`config.mk`:
```
export PLATFORM = sky130hd
export DESIGN_NAME = demux1x2_deser_flat
export DESIGN_NICKNAME = d
export VERILOG_FILES = /design/src/rtl/demux1x2_deser_if.sv /design/src/rtl/demux1x2_deser.sv /design/src/flat_wrapper.sv
export SDC_FILE = /design/constraint.sdc
export NUM_CORES = 1
export LEC_CHECK = 0
export ABC_CLOCK_PERIOD_IN_PS = 2200
export CORE_UTILIZATION = 35
export CTS_CLUSTER_SIZE = 24
export DETAILED_ROUTE_END_ITERATION = 8
export GPL_ROUTABILITY_DRIVEN = 1
export HOLD_SLACK_MARGIN = 0.1
export SETUP_SLACK_MARGIN = 0.3
export SYNTH_ARGS = -nofsm -noshare
export SYNTH_HDL_FRONTEND = slang
export SYNTH_SLANG_ARGS = --single-unit
```
`constraint.sdc`:
```
create_clock -name clk -period 2.2 [get_ports clk]
set_input_delay 0.66 -clock clk [delete_from_list [all_inputs] [get_ports clk]]
set_output_delay 0.66 -clock clk [all_outputs]
set_load 0.02 [all_outputs]
```
`src/rtl/demux1x2_deser_if.sv`:
```
// Handshake bundle for demux1x2_deser: serial word input side and paired output side.
interface demux1x2_deser_if #(
    parameter int unsigned DATA_WIDTH = 8
);
    logic                  in_valid;
    logic                  in_ready;
    logic [DATA_WIDTH-1:0] in_data;
    logic                  flush;
    logic                  out_valid;
    logic                  out_ready;
    logic [DATA_WIDTH-1:0] y0;
    logic [DATA_WIDTH-1:0] y1;
    logic                  out_odd;

    modport master (
        output in_valid, in_data, flush, out_ready,
        input  in_ready, out_valid, y0, y1, out_odd
    );

    modport slave (
        input  in_valid, in_data, flush, out_ready,
        output in_ready, out_valid, y0, y1, out_odd
    );
endinterface

```
`src/rtl/demux1x2_deser.sv`:
```
// 2:1 deserializer: steers alternate words into lanes y0/y1 and presents them as a pair.
// Define DEMUX_COUNT_EN to add the 16-bit wrapping pair_count output.
module demux1x2_deser #(
    parameter int unsigned DATA_WIDTH = 8
) (
    input  logic              clk,
    input  logic              rst_n,
    demux1x2_deser_if.slave   bus
`ifdef DEMUX_COUNT_EN
    ,
    output logic [15:0]       pair_count
`endif
);
    typedef enum logic [1:0] {
        EMPTY = 2'd0,
        HALF  = 2'd1,
        FULL  = 2'd2
    } state_t;

    state_t                state;
    logic [DATA_WIDTH-1:0] hold;
    logic [DATA_WIDTH-1:0] y0_q;
    logic [DATA_WIDTH-1:0] y1_q;
    logic                  odd_q;
    logic                  valid_q;
    logic                  in_ready_c;
    logic                  accept;
    logic                  xfer;

    always_comb begin
        in_ready_c = (state != FULL) || bus.out_ready;
        accept     = bus.in_valid && in_ready_c;
        xfer       = valid_q && bus.out_ready;
    end

    assign bus.in_ready  = in_ready_c;
    assign bus.out_valid = valid_q;
    assign bus.y0        = y0_q;
    assign bus.y1        = y1_q;
    assign bus.out_odd   = odd_q;

    always_ff @(posedge clk or negedge rst_n) begin
        if (!rst_n) begin
            state   <= EMPTY;
            hold    <= '0;
            y0_q    <= '0;
            y1_q    <= '0;
            odd_q   <= 1'b0;
            valid_q <= 1'b0;
        end else if (state == HALF) begin
            if (accept) begin
                y0_q    <= hold;
                y1_q    <= bus.in_data;
                odd_q   <= 1'b0;
                valid_q <= 1'b1;
                state   <= FULL;
            end else if (bus.flush) begin
                y0_q    <= hold;
                y1_q    <= '0;
                odd_q   <= 1'b1;
                valid_q <= 1'b1;
                state   <= FULL;
            end
        end else if (state != FULL || xfer) begin
            // FULL with a transfer frees the slot, so it loads exactly like EMPTY
            if (accept) begin
                if (bus.flush) begin
                    y0_q    <= bus.in_data;
                    y1_q    <= '0;
                    odd_q   <= 1'b1;
                    valid_q <= 1'b1;
                    state   <= FULL;
                end else begin
                    hold    <= bus.in_data;
                    valid_q <= 1'b0;
                    state   <= HALF;
                end
            end else begin
                valid_q <= 1'b0;
                state   <= EMPTY;
            end
        end
    end

`ifdef DEMUX_COUNT_EN
    always_ff @(posedge clk or negedge rst_n) begin
        if (!rst_n) begin
            pair_count <= '0;
        end else if (xfer) begin
            pair_count <= pair_count + 16'd1;
        end
    end
`endif
endmodule

```
`src/flat_wrapper.sv`:
```
// flat-port wrapper written by rule: the top's interface ports become plain ports
module demux1x2_deser_flat 
#(
    parameter int unsigned DATA_WIDTH = 8
)
  (clk, rst_n, bus_in_valid, bus_in_data, bus_flush, bus_out_ready, bus_in_ready, bus_out_valid, bus_y0, bus_y1, bus_out_odd);
  demux1x2_deser_if #(.DATA_WIDTH(DATA_WIDTH)) bus_i ();
  input  logic clk;
  input  logic rst_n;
  input wire logic [$bits(bus_i.in_valid)-1:0] bus_in_valid;
  input wire logic [$bits(bus_i.in_data)-1:0] bus_in_data;
  input wire logic [$bits(bus_i.flush)-1:0] bus_flush;
  input wire logic [$bits(bus_i.out_ready)-1:0] bus_out_ready;
  output wire logic [$bits(bus_i.in_ready)-1:0] bus_in_ready;
  output wire logic [$bits(bus_i.out_valid)-1:0] bus_out_valid;
  output wire logic [$bits(bus_i.y0)-1:0] bus_y0;
  output wire logic [$bits(bus_i.y1)-1:0] bus_y1;
  output wire logic [$bits(bus_i.out_odd)-1:0] bus_out_odd;
  assign bus_i.in_valid = bus_in_valid;
  assign bus_i.in_data = bus_in_data;
  assign bus_i.flush = bus_flush;
  assign bus_i.out_ready = bus_out_ready;
  assign bus_in_ready = bus_i.in_ready;
  assign bus_out_valid = bus_i.out_valid;
  assign bus_y0 = bus_i.y0;
  assign bus_y1 = bus_i.y1;
  assign bus_out_odd = bus_i.out_odd;
  demux1x2_deser #(.DATA_WIDTH(DATA_WIDTH)) u_core (.clk(clk), .rst_n(rst_n), .bus(bus_i));
endmodule
```
==> Implementation_results.wiki <==
{| class="wikitable"
! Metric !! Value
|-
| Status || finished, final reports clean
|-
| Cell with the largest stage delay on the worst path || dfrtp_1
|-
| Synthesis warning total || 0
|-
| Global-route track usage on met2 || a little over a quarter
|-
| Most used cells in the layout excluding fill and tap cells || dfrtp_1 (27), mux2_2 (23), dlygate4sd2_1 (20), buf_4 (16), clkdlybuf4s50_1 (9)
|-
| Worst slew margin relative to its limit || 77.0%
|-
| Wire length of the first global-routing pass || between 4000 and 5000 um
|-
| Post-Layout Cell Count || 173
|-
| Post-synth top area share || 56.0%
|-
| Via count of the first global-routing pass || 944
|-
| Largest vdd supply drop || 333 uV
|-
| Largest area contributor in the netlist || dfrtp_1
|-
| Share of final-layout standard cells stronger than drive strength 1 || about 50%
|-
| Y dimension of the die || 60.7 um
|-
| Fraction of synthesized area in multiplexers || approximately 22%
|-
| Floorplan core area || between 3000 and 4000 um2
|-
| M1 GR Usage || 21.7%
|-
| Count of routing violations after the opening detailed-route iteration || 52
|-
| Worst setup path startpoint || u_core.bus.out_valid$_DFFE_PN0P_
|-
| Max Fanout on Critical Path || 4
|-
| Aggregate global routing overflow || 0
|-
| Seq cells post-synth || 27
|-
| Vias after detailed routing || 839
|-
| Worst endpoint required time || 1.54 ns
|-
| Mapped cell area || 1210 um2
|-
| TritonCTS Buffers || 3
|-
| Via count normalized by instance count || 4.85
|-
| Ant diodes || 0
|-
| Maximum clock frequency || about 550 MHz
|-
| Leakage component of the power || between 0.7 and 0.8 nW
|-
| Clock root buffer master || clkbuf_4
|-
| Post-route clock skew || 0.0197 ns
|-
| Number of top-level pins || 32
|-
| Leading cell type in the layout, fill and taps excluded || dfrtp_1
|-
| Total iterations of the first detailed-routing run || 2
|-
| Pin slew with the least headroom to its limit || 0.345 ns
|-
| Total number of clock tree sinks || 27
|-
| DRC violations left || 0
|-
| Number of antenna-violating nets in the routed design || 0
|-
| Die Footprint || 3690 um2
|-
| Crit path capture type || primary output
|-
| Gp weighted congestion || roughly 0.7
|-
| Wire length per cell || 14.8 um
|-
| Ratio of final minimum period to clock period || ~82%
|-
| Kind of start point of the critical path || flip-flop
|-
| Cell-by-cell trace of the critical path || dlygate4sd2_1
|-
| Count of unique library cells instantiated by Yosys || 22
|-
| Endpoint arrival time on the critical path || 1.15 ns
|-
| Post-placement cell count || 165
|-
| Simple-Gate Fraction of Synth Area || 5.39%
|-
| Clock insertion delay at the later pin of the skew report || 0.33 ns
|-
| Combinational family with the most area after synthesis || multiplexers
|-
| Num rows || 20
|-
| Sequential-to-total area share from yosys stat || 56.0%
|-
| CTS tree || yes
|-
| GRT Util Overall || 16.0%
|-
| Area growth from synthesis to layout || 41.4%
|-
| Average cell area after synthesis || 14.9 um2
|-
| Adder-Cell Fraction of Synth Area || less than 1%
|-
| CTS max path bufs || 2
|-
| Number of failing hold endpoints at the final stage || 0
|-
| Routed WL || 2560 um
|-
| Final-layout setup total negative slack || 0 ns
|-
| CP peak stage delay || 0.48 ns
|-
| Register clock-pin slew on the reported worst setup and hold paths || 0.13 ns
|-
| Antenna violations before repair || 0
|-
| RSZ-0062 raised after global routing || false
|-
| Worst hold path type || reg2reg
|-
| Most utilized layer in the global route result || met2
|-
| Number of levels the H-tree was split into || 1
|-
| Startpoint of the worst-slack reg-to-reg timing path || u_core.bus.out_valid$_DFFE_PN0P_
|-
| Top cell family by delay on the critical path || flip-flops
|-
| Largest net degree at the start of global routing || 28
|-
| Xor/xnor cell area share of the yosys netlist || 0.726%
|-
| Hold_sp || u_core.bus.y0[3]$_DFFE_PN0P_
|-
| Count of endpoints failing setup in the final report || 0
|-
| GR met3 Demand/Resource || 3.20%
|-
| Initial cell density of the core || 38.3%
|-
| Cell types with the largest area share after synthesis || dfrtp_1 (56%), mux2_2 (21%), o221a_2 (7.5%)
|-
| Max-slew violations || 0
|-
| Gate count after technology mapping || 81
|-
| Setup slack of the most critical reg-to-reg path || ~0.43 ns
|-
| # hold bufs at CTS || 0
|-
| Area fraction in compound gates after synthesis || 11.3%
|-
| Buffers on Ports || 31
|-
| Clock period minus final worst setup slack || 1.81 ns
|-
| Bufs and invs on worst path || 1
|-
| Syn Nets || 94
|-
| Number of violations of the max-capacitance limit || 0
|-
| Die Span X || around 61 um
|-
| Post-DP HPWL || 1710 um
|-
| Total power density per cell area || 875 nW/um2
|-
| CP Class || reg2out
|-
| Total Nets Final || 143
|}
==> Yosys cell counts <==
cell	number
nor2b_1	1
a32oi_4	1
nor2_1	2
nor3_1	1
nor4b_4	1
nand2b_1	1
mux2_1	1
inv_2	1
mux2_2	23
a21oi_1	1
or3_1	1
buf_2	4
a2bb2oi_1	1
dfrtp_1	27
buf_6	1
and2_1	1
xnor2_1	1
maj3_2	1
o21ai_0	1
inv_1	1
o221a_2	8
nand2_1	1
==> flip-flops by register name, summed over array words and instances, names as in the netlist <==
name,flops
u_core.bus.y1,8
u_core.state,1
u_core.hold,8
u_core.bus.y0,8
u_core.bus.out_odd,1
u_core.bus.out_valid,1
==> cell families (layout without fill, tap and decap cells) <==
logic type	after synthesis	after routing
fa+ha+maj	1	1
simple gates	9	9
xor+xnor	1	1
flops	27	27
mux	24	24
buf+inv	7	55
compound gates	12	12
==> path summary, 6_finish.rpt <==
path	endpoint	depth (start not counted)
min reg2reg	u_core.bus.y0[3]$_DFFE_PN0P_	1
max reg2reg	u_core.hold[7]$_DFFE_PN0P_	7
min in group asynchronous	u_core.bus.y0[0]$_DFFE_PN0P_	2
min	u_core.bus.y0[3]$_DFFE_PN0P_	1
max in group asynchronous	u_core.bus.out_valid$_DFFE_PN0P_	2
max	bus_out_valid	1
==> metal layers <==
| metal | vias to the layer above | routed length (um) | share of wire (%) |
|---|---|---|---|
| met5 | - | 0 | 0 |
| met4 | 0 | 0 | 0 |
| met3 | 0 | 74 | 2.9 |
| met2 | 21 | 1240 | 48 |
| met1 | 422 | 1250 | 49 |
| li1 | 396 | - | - |
==> stage by stage <==
stage	power (mW)	setup WS, ns	instance area [um2]	utilization [%]	hold WS [ns]
floorplan	1.04	0.220	1220	-	0.364
global placement	1.32	-0.393	1650	52.4	0.483
detailed placement	1.33	-0.433	1650	52.4	0.491
CTS	1.50	0.218	1690	53.7	0.519
global route	1.59	0.323	1710	54.1	0.548
finish	1.49	0.395	1710	54.1	0.512
==> power breakdown <==
part / internal, mW / switching (mW)
Sequential: 0.626 / 0.0716
Clock: 0.0680 / 0.147
Combinational: 0.304 / 0.276
Total: 0.998 / 0.495
==> cell type report <==
cell class	count	area, um2
fill	315	1450
sequential	27	676
multi-input combinational	47	515
timing repair buffer	49	424
tap	44	55.1
clock buffer	3	22.5
inverter	2	7.51
clock inverter	1	5.00
==> repair_timing <==
item,4_1_cts,5_1_grt
setup endpoints to repair,43,1
buffers inserted,2,2
pin swaps,2,1
gates cloned,0,0
gates resized for setup,33,2
Power figures use the tool's default switching activity.
